`config.mk`:
```
export PLATFORM = sky130hd
export DESIGN_NAME = load_store_unit_flat
export DESIGN_NICKNAME = d
export VERILOG_FILES = /design/src/rtl/lsu_pkg.sv /design/src/rtl/lsu_mem_if.sv /design/src/rtl/lsu_align.sv /design/src/rtl/load_store_unit.sv /design/src/flat_wrapper.sv
export SDC_FILE = /design/constraint.sdc
export NUM_CORES = 1
export LEC_CHECK = 0
export ABC_AREA = 1
export CAP_MARGIN = 20
export CORE_MARGIN = 4
export CORE_UTILIZATION = 25
export CTS_CLUSTER_SIZE = 24
export DETAILED_ROUTE_END_ITERATION = 6
export DONT_BUFFER_PORTS = 1
export PLACE_DENSITY = 0.49
export SYNTH_ARGS = -nofsm -noshare
export SYNTH_HDL_FRONTEND = slang
export SYNTH_SLANG_ARGS = --single-unit
```
`constraint.sdc`:
```
create_clock -name clk -period 2.9 [get_ports clk]
set_input_delay 0.29 -clock clk [delete_from_list [all_inputs] [get_ports clk]]
set_output_delay 0.29 -clock clk [all_outputs]
set_load 0.02 [all_outputs]
```
`src/rtl/lsu_pkg.sv`:
```
// Shared types for the load/store unit.
// States, access sizes and watchdog width.
package lsu_pkg;

   typedef enum logic [1:0] {
      IDLE,
      REQ,
      WAIT,
      DONE
   } state_e;

   typedef enum logic [1:0] {
      BYTE,
      HALF,
      WORD
   } size_e;

   localparam int WD_W = 8;

   function automatic logic misaligned(
      input size_e      s,
      input logic [1:0] a
   );
      case (s)
         BYTE:    return 1'b0;
         HALF:    return a[0];
         WORD:    return |a;
         default: return 1'b1;
      endcase
   endfunction

endpackage

```
`src/rtl/lsu_mem_if.sv`:
```
// Data memory bus between the LSU and memory.
// Request/grant for address phase, rvalid for read data.
interface lsu_mem_if;

   logic        mem_req;
   logic        mem_we;
   logic [31:0] mem_addr;
   logic [3:0]  mem_be;
   logic [31:0] mem_wdata;
   logic        mem_gnt;
   logic        mem_rvalid;
   logic [31:0] mem_rdata;

   modport master (
      output mem_req, mem_we, mem_addr,
      output mem_be, mem_wdata,
      input  mem_gnt, mem_rvalid, mem_rdata
   );

   modport slave (
      input  mem_req, mem_we, mem_addr,
      input  mem_be, mem_wdata,
      output mem_gnt, mem_rvalid, mem_rdata
   );

endinterface

```
`src/rtl/lsu_align.sv`:
```
// Byte-lane steering: enables, store replication,
// load lane extraction and sign/zero extension.
module lsu_align
   import lsu_pkg::*;
(
   input  size_e       size,
   input  logic        uns,
   input  logic [1:0]  off,
   input  logic [31:0] wdata,
   input  logic [31:0] rdata_raw,
   output logic [3:0]  be,
   output logic [31:0] wdata_rep,
   output logic [31:0] rdata_ext
);

   logic [31:0] lane;

   always_comb begin
      lane      = rdata_raw >> {off, 3'b000};
      be        = 4'b1111;
      wdata_rep = wdata;
      rdata_ext = lane;
      case (size)
         BYTE: begin
            be        = 4'b0001 << off;
            wdata_rep = {4{wdata[7:0]}};
            rdata_ext = {{24{~uns & lane[7]}}, lane[7:0]};
         end
         HALF: begin
            be        = 4'b0011 << off;
            wdata_rep = {2{wdata[15:0]}};
            rdata_ext = {{16{~uns & lane[15]}}, lane[15:0]};
         end
         default: ;
      endcase
   end

endmodule

```
`src/rtl/load_store_unit.sv`:
```
// Load/store unit: decodes one access, runs it over
// the memory bus with a watchdog, returns the result.
module load_store_unit
   import lsu_pkg::*;
#(
   parameter int TIMEOUT_CYCLES = 255
) (
   input  logic        clk,
   input  logic        rst_n,
   input  logic        d_rd_e,
   input  logic        d_wr_e,
   input  logic        lb,
   input  logic        lh,
   input  logic        lw,
   input  logic        lbu,
   input  logic        lhu,
   input  logic        sb,
   input  logic        sh,
   input  logic        sw,
   input  logic [31:0] addr,
   input  logic [31:0] wdata,
   output logic        stall,
   output logic [31:0] rdata,
   output logic        done,
   output logic        err,
   lsu_mem_if.master   mem
);

   localparam logic [WD_W-1:0] WD_LAST =
      WD_W'(TIMEOUT_CYCLES - 1);

   state_e          state_q, state_d;
   size_e           dsize, size_q;
   logic            duns, has_size;
   logic            access, valid;
   logic            uns_q, we_q, err_q;
   logic [31:0]     addr_q, wdata_q, rdata_q;
   logic [WD_W-1:0] wd_q;
   logic [3:0]      be;
   logic [31:0]     wdata_rep, rdata_ext;
   logic            in_req, in_wait, tmo_hit;

   always_comb begin
      dsize    = BYTE;
      duns     = 1'b0;
      has_size = 1'b0;
      if (d_rd_e) begin
         if (lw) begin
            dsize = WORD; has_size = 1'b1;
         end else if (lh | lhu) begin
            dsize = HALF; has_size = 1'b1;
            duns  = lhu;
         end else if (lb | lbu) begin
            has_size = 1'b1;
            duns     = lbu;
         end
      end else if (d_wr_e) begin
         if (sw) begin
            dsize = WORD; has_size = 1'b1;
         end else if (sh) begin
            dsize = HALF; has_size = 1'b1;
         end else if (sb) begin
            has_size = 1'b1;
         end
      end
      access = d_rd_e | d_wr_e;
      valid  = (d_rd_e ^ d_wr_e) & has_size &
               ~misaligned(dsize, addr[1:0]);
   end

   assign in_req  = state_q == REQ;
   assign in_wait = state_q == WAIT;
   // Completion in the final watchdog cycle wins.
   assign tmo_hit = (wd_q == WD_LAST) &
                    ((in_req & ~mem.mem_gnt) |
                     (in_wait & ~mem.mem_rvalid));

   always_ff @(posedge clk or negedge rst_n) begin
      if (!rst_n) state_q <= IDLE;
      else        state_q <= state_d;
   end

   always_comb begin
      state_d = state_q;
      stall   = 1'b0;
      case (state_q)
         IDLE: begin
            if (valid) begin
               state_d = REQ;
               stall   = 1'b1;
            end
         end
         REQ: begin
            stall = 1'b1;
            if (mem.mem_gnt)  state_d = we_q ? DONE : WAIT;
            else if (tmo_hit) state_d = DONE;
         end
         WAIT: begin
            stall = 1'b1;
            if (mem.mem_rvalid | tmo_hit) state_d = DONE;
         end
         DONE:    state_d = IDLE;
         default: state_d = IDLE;
      endcase
   end

   always_ff @(posedge clk or negedge rst_n) begin
      if (!rst_n) begin
         addr_q  <= '0;
         wdata_q <= '0;
         rdata_q <= '0;
         size_q  <= BYTE;
         uns_q   <= 1'b0;
         we_q    <= 1'b0;
         err_q   <= 1'b0;
         wd_q    <= '0;
      end else begin
         err_q <= 1'b0;
         if (state_q == IDLE) begin
            if (valid) begin
               addr_q  <= addr;
               wdata_q <= wdata;
               size_q  <= dsize;
               uns_q   <= duns;
               we_q    <= d_wr_e;
               wd_q    <= '0;
            end else if (access) begin
               err_q <= 1'b1;
            end
         end
         if (in_req | in_wait) wd_q <= wd_q + 1'b1;
         if (in_wait & mem.mem_rvalid) begin
            rdata_q <= rdata_ext;
         end else if (tmo_hit) begin
            rdata_q <= '0;
            err_q   <= 1'b1;
         end
      end
   end

   lsu_align u_align (
      .size      (size_q),
      .uns       (uns_q),
      .off       (addr_q[1:0]),
      .wdata     (wdata_q),
      .rdata_raw (mem.mem_rdata),
      .be        (be),
      .wdata_rep (wdata_rep),
      .rdata_ext (rdata_ext)
   );

   assign mem.mem_req   = in_req;
   assign mem.mem_we    = in_req & we_q;
   assign mem.mem_addr  = {addr_q[31:2], 2'b00};
   assign mem.mem_be    = in_req ? be : 4'b0000;
   assign mem.mem_wdata = wdata_rep;

   assign rdata = rdata_q;
   assign done  = state_q == DONE;
   assign err   = err_q;

endmodule

```
`src/flat_wrapper.sv`:
```
// flat-port wrapper written by rule: the top's interface ports become plain ports
module load_store_unit_flat import lsu_pkg::*;
#(
   parameter int TIMEOUT_CYCLES = 255
)
  (clk, rst_n, d_rd_e, d_wr_e, lb, lh, lw, lbu, lhu, sb, sh, sw, addr, wdata, stall, rdata, done, err, mem_mem_req, mem_mem_we, mem_mem_addr, mem_mem_be, mem_mem_wdata, mem_mem_gnt, mem_mem_rvalid, mem_mem_rdata);
  lsu_mem_if mem_i ();
  input  logic clk;
  input  logic rst_n;
  input  logic d_rd_e;
  input  logic d_wr_e;
  input  logic lb;
  input  logic lh;
  input  logic lw;
  input  logic lbu;
  input  logic lhu;
  input  logic sb;
  input  logic sh;
  input  logic sw;
  input  logic [31:0] addr;
  input  logic [31:0] wdata;
  output logic stall;
  output logic [31:0] rdata;
  output logic done;
  output logic err;
  output wire logic [$bits(mem_i.mem_req)-1:0] mem_mem_req;
  output wire logic [$bits(mem_i.mem_we)-1:0] mem_mem_we;
  output wire logic [$bits(mem_i.mem_addr)-1:0] mem_mem_addr;
  output wire logic [$bits(mem_i.mem_be)-1:0] mem_mem_be;
  output wire logic [$bits(mem_i.mem_wdata)-1:0] mem_mem_wdata;
  input wire logic [$bits(mem_i.mem_gnt)-1:0] mem_mem_gnt;
  input wire logic [$bits(mem_i.mem_rvalid)-1:0] mem_mem_rvalid;
  input wire logic [$bits(mem_i.mem_rdata)-1:0] mem_mem_rdata;
  assign mem_mem_req = mem_i.mem_req;
  assign mem_mem_we = mem_i.mem_we;
  assign mem_mem_addr = mem_i.mem_addr;
  assign mem_mem_be = mem_i.mem_be;
  assign mem_mem_wdata = mem_i.mem_wdata;
  assign mem_i.mem_gnt = mem_mem_gnt;
  assign mem_i.mem_rvalid = mem_mem_rvalid;
  assign mem_i.mem_rdata = mem_mem_rdata;
  load_store_unit #(.TIMEOUT_CYCLES(TIMEOUT_CYCLES)) u_core (.clk(clk), .rst_n(rst_n), .d_rd_e(d_rd_e), .d_wr_e(d_wr_e), .lb(lb), .lh(lh), .lw(lw), .lbu(lbu), .lhu(lhu), .sb(sb), .sh(sh), .sw(sw), .addr(addr), .wdata(wdata), .stall(stall), .rdata(rdata), .done(done), .err(err), .mem(mem_i));
endmodule
```
### Yosys cells after proc, flatten, opt, wreduce, memory -nomap -nowiden

Cells that the tools add are included.

| storage, ports and cells | value |
|---|---|
| flip-flop bits (word level) | 111 |
| output and inout port bits | 105 |

| operators by class | value |
|---|---|
| $add $sub $neg | 1 |
| eq/ne operators | 10 |
| shift-type cells | 3 |
| mux-type cells | 41 |
| bitwise logic cells | 20 |
| reduce and logical (&&, ||, !) cells | 11 |

Operator list:

| operator | number |
|---|---|
| $pmux 32 s2 | 2 |
| $mux 32 | 2 |
| $shr 32x5->32 | 1 |
| $mux 8 | 3 |
| $mux 1 | 21 |
| $mux 2 | 8 |
| $and 1x1->1 | 9 |
| $add 8x1->8 const B | 1 |
| $eq 8x8->1 const B | 1 |
| $pmux 2 s4 | 1 |
| $pmux 4 s2 | 1 |
| $eq 2x1->1 const B | 3 |
| $eq 2x2->1 const B | 3 |
| $logic_not 2->1 | 3 |
| $or 1x1->1 | 6 |
| $reduce_bool 2->1 | 3 |
| $mux 4 | 1 |
| $not 1->1 | 4 |
| $reduce_and 2->1 | 2 |
| $reduce_or 2->1 | 2 |
| $shl 1x2->4 const A | 1 |
| $shl 2x2->4 const A | 1 |
| $ne 3x3->1 const B | 1 |
| $pmux 1 s3 | 1 |
| 5 further kinds | 5 |

### Logic depth before layout (Yosys ltp)

| logic depth | value |
|---|---|
| depth in word-level cells | 12 |
| mapped depth | 12 |
| mapped depth without buffers | 11 |

### Hierarchy

Synthesis repeated with hierarchy kept, for this count alone.

| second synthesis, totals | value |
|---|---|
| cells, all modules | 852 |
| area, all modules | 6184.7 um2 |

Modules (own cells, without submodules):

| module | times used | cells an instance | area an instance (um2) | seq. area each (um2) |
|---|---|---|---|---|
| load_store_unit | 1 | 601 | 5017.3 | 2777.7 |
| lsu_align | 1 | 251 | 1167.4 | 0.0 |

### Least setup slack after synthesis

No wires, ideal clock.

| timing | value |
|---|---|
| kind | in2out |
| start point | in d_rd_e |
| end point | out stall |
| arrival time | 1.620 ns |
| required time | 2.610 ns |
| setup slack | 0.990 ns |
| stages on the path | 12 |
| buffers on the path | 2 |
| cells stage by stage | inv_2 ha_1 inv_1 nor2_1 nand2_1 nor2_2 nand3_2 nor2_4 buf_6 buf_6 nand2_1 nand2_1 |

| on the way | value |
|---|---|
| longest elaborated chain between the ends | 7 |
| elaborated cells on any way between the ends | 12 |
| those cells by class | eq/ne (2); mux (5); bitwise (4); reduce/logical (1) |

RTL lines:

| element | RTL line | text |
|---|---|---|
| start: declaration | flat_wrapper.sv:10 | `input logic d_rd_e;` |
| $mux 2 | load_store_unit.sv:47 | `if (d_rd_e) begin` |
| $eq 2x2->1 (tied with other cells) | lsu_pkg.sv:24 | `case (s)` |
| $pmux 1 s3 | lsu_pkg.sv:24 |  |
| $not 1->1 | load_store_unit.sv:68 | `~misaligned(dsize, addr[1:0]);` |
| $and 1x1->1 (*) | load_store_unit.sv:67 | `valid = (d_rd_e ^ d_wr_e) & has_size &` |
| $mux 1 (*) | load_store_unit.sv:88 | `if (valid) begin` |
| $pmux 1 s2 (*) | load_store_unit.sv:86 | `case (state_q)` |
| end: declaration | flat_wrapper.sv:22 | `output logic stall;` |

Mark *: on every way between the ends. The rest lies on a longest branch, timed or not.

### Worst setup path after layout

| timing | value |
|---|---|
| start point | reg u_core.size_q[1] |
| end point | out mem_mem_wdata[28] |

| on the way | value |
|---|---|
| longest elaborated chain between the ends | 2 |
| elaborated cells on any way between the ends | 3 |
| those cells by class | eq/ne (1); mux (1); reduce/logical (1) |

RTL lines:

| element | RTL line | text |
|---|---|---|
| start: declaration | load_store_unit.sv:33 | `size_e dsize, size_q;` |
| start signal: assignment | load_store_unit.sv:123 | `size_q <= dsize;` |
| $eq 2x1->1 or $logic_not 2->1 (tied branches) | lsu_align.sv:23 | `case (size)` |
| $pmux 32 s2 (*) | lsu_align.sv:23 |  |
| end: declaration | flat_wrapper.sv:30 | `output wire logic [$bits(mem_i.mem_wdata)-1:0] mem_mem_wdata;` |

Marks and branches as above.

==> flow_summary.ini <==
[outcome]
outcome = completed

[global_routing]
grt_antenna_before_repair = 0
grt_max_degree = 112
grtUsageMet3 = 0.0444
grt_pass1_wl_um = 28500
grtUsageMet2 = 0.228
gr-max-usage-layer = met2
grt-ovfl-total = 0
grt_pass1_vias = 4794
track_usage = 0.136
grt_use_met1 = 0.173

[critical_path]
crit_type = reg -> out
critPathSlowestCell = dfrtp_1
critical_path.max_stage_delay_ns = 0.56
cp.required_ns = 2.61
crit_chain = buf_4 -> nor2_1 -> inv_1 -> o221ai_1 -> buf_4
cp_max_fo = 17
worstSetupEndpointType = output port
arrival_ns = 2.29
cp_top_family = buffers and inverters
rrSetupSlack_ns = 0.88
r2r_end = u_core.rdata[17]$_DFFE_PN0P_
cp-start-kind = flop
cp_num_buf_inv = 3
r2r.worst_path.cells = 8
r2r-start = u_core.size_q[1]$_DFFE_PN0P_
crit_path_frequent_cell = buf_4

[placement]
dp_hpwl_um = 13900
dp.cells = 1079
gp_congestion = 0.807
placed_area_um2 = 6240
pre_cts_slack_ns = 0.596
port_buffers = 0

[synthesis]
synth.most_common_cell = nand2_1
yosysTopAreaCell = dfrtp_1
synthArstFlopShare = 1.00
synth.top_cell.area_share = 0.458
synth_seq_area_share = 0.458
synth-edff-count = 0
syn_inst = 806
synth_seq_cells = 111
synth_cell_types = 32
syn-cell-area_um2 = 6070
syn-mean-instance-area_um2 = 7.53
yosys_warnings = 0
ys.flop_type = dfrtp_1
synthTopCellsByCount = nand2_1, dfrtp_1, o21ai_0
post_synth_main_area_contributors = dfrtp_1, nand2_1, o21ai_0

[timing]
relSlewSlack = 0.504
report.final.setup_viol = 0
rsz0062_at_grt = false
finalSetupTns_ns = 0
tightest_slew_ns = 0.736
whs_ns = 0.0501
layout_min_cycle_time_ns = 2.58
finClkSkew_ns = 0.0109
final_max_slew_viol_count = 0
finalHoldViolations = 0
setup_slack_ns = 0.320
fin_crit_sh = 0.890
fmax_mhz = 388

[power_and_ir_drop]
power_density_nw_per_um2 = 1230
ir_drop_v = 0.000359
swShare = 0.491
p_sw_mw = 3.99
pwr-share-seq = 0.405
internal_power_mw = 4.14
p_clk_frac = 0.167
total_power_mw = 8.13
p_leak_nw = 3.24
comb_power_share = 0.428

[cts]
cts_buffers = 9
clk_pin_slew_ns = 0.08
cts_tree = done
clock_latency_ns = 0.35
clockBufferDepth = 2
cts_root_buffer = clkbuf_16
cts_setup_buffers = 0
cts_resized = 0
cts_sinks = 111
cts_max_level = 3

[layout]
final_cells = 1096
final_util = 0.278
nFillCells = 2689
final_area_um2 = 6590
finalNetCount = 891
drive_gt1_frac = 0.0772
antenna_cells = 0
area_growth_pct = 8.58

[min_path]
hold_path_depth = 2
hold_class = in -> reg
hold_end = u_core.addr_q[30]$_DFFE_PN0P_
min_from = addr[30]

[floorplanning]
rows = 56
die_area_um2 = 26800
dieWidth_um = 164
io_pins = 215
initial_utilization = 0.256
core-area_um2 = 23700
die_h_um = 164

[drt]
wire_per_inst_um = 17.1
totalWireLength_um = 18700
drc = 0
ant_nets = 0
vias_per_cell = 4.48
vias = 4905
first_iter_violations = 325
firstDrtPassIters = 4

[run]
cap_viol_max_count = 0
[flip-flops by register name (all words and copies together), names as in the netlist]
name / cells
u_core.addr_q: 32
u_core.size_q: 2
u_core.we_q: 1
u_core.rdata: 32
u_core.wdata_q: 32
u_core.state_q: 2
u_core.wd_q: 8
u_core.err: 1
u_core.uns_q: 1
[worst max path at each step]
stage,slack (ns),cells past startpoint,from,to
final,0.32,5,u_core.size_q[1]$_DFFE_PN0P_,mem_mem_wdata[28]
after detailed placement,0.60,5,u_core.size_q[1]$_DFFE_PN0P_,mem_mem_wdata[28]
after global placement,0.61,5,u_core.size_q[1]$_DFFE_PN0P_,mem_mem_wdata[28]
after floorplan,0.99,12,d_rd_e,stall
after CTS,0.20,5,u_core.size_q[1]$_DFFE_PN0P_,mem_mem_wdata[28]
after global routing,0.10,5,u_core.size_q[1]$_DFFE_PN0P_,mem_mem_wdata[28]
[metal layers]
layer	share of wire	wire length [um]
met5	0	0
met1	0.41	7600
met3	0.093	1740
met4	0.0095	178
met2	0.49	9210
[layout make-up]
type	instances	area (um^2)	area share
flip-flops and latches	111	2780	0.421
multi-input cells	557	2570	0.390
clock inverters	3	67.6	0.0103
well taps	319	399	0.0606
clock buffers	12	246	0.0374
repair buffers	37	313	0.0475
inverters	57	214	0.0325
[cells by family (layout without fill, tap and decap cells)]
family / Yosys count / after routing / share of synthesized area
simple gates: 399 / 399 / 0.265
buf+inv: 139 / 109 / 0.120
compound gates: 138 / 138 / 0.125
flops: 111 / 111 / 0.458
fa+ha+maj: 8 / 8 / 0.0165
mux: 7 / 7 / 0.0115
xor+xnor: 3 / 3 / 0.00433
other cells: 1 / 2 / 0.000618
[power by group through the flow]
| stage | combinational [mW] | sequential, mW | clock (mW) |
|---|---|---|---|
| finish | 3.48 | 3.30 | 1.36 |
| global route | 3.97 | 3.40 | 1.47 |
| CTS | 3.52 | 3.32 | 1.41 |
| detailed placement | 3.51 | 3.35 | 0 |
| global placement | 3.49 | 3.35 | 0 |
| floorplan | 3.25 | 2.77 | 0 |
[placed cells by master (no fill, tap or decap), types with 3 or more instances in the layout]
cell | Yosys | layout
o21ai_0 | 86 | 86
nand2_1 | 300 | 300
ha_1 | 8 | 8
nand3_1 | 50 | 50
o21ai_1 | 5 | 5
a21oi_1 | 29 | 29
nor2_2 | 2 | 3
or2_2 | 3 | 3
o221ai_1 | 8 | 8
xor2_1 | 3 | 3
nor2_1 | 37 | 36
dfrtp_1 | 111 | 111
clkbuf_16 | 0 | 9
mux2i_1 | 7 | 7
a211o_1 | 7 | 7
inv_1 | 55 | 55
buf_4 | 40 | 34
(Power assumes the default switching activity.)
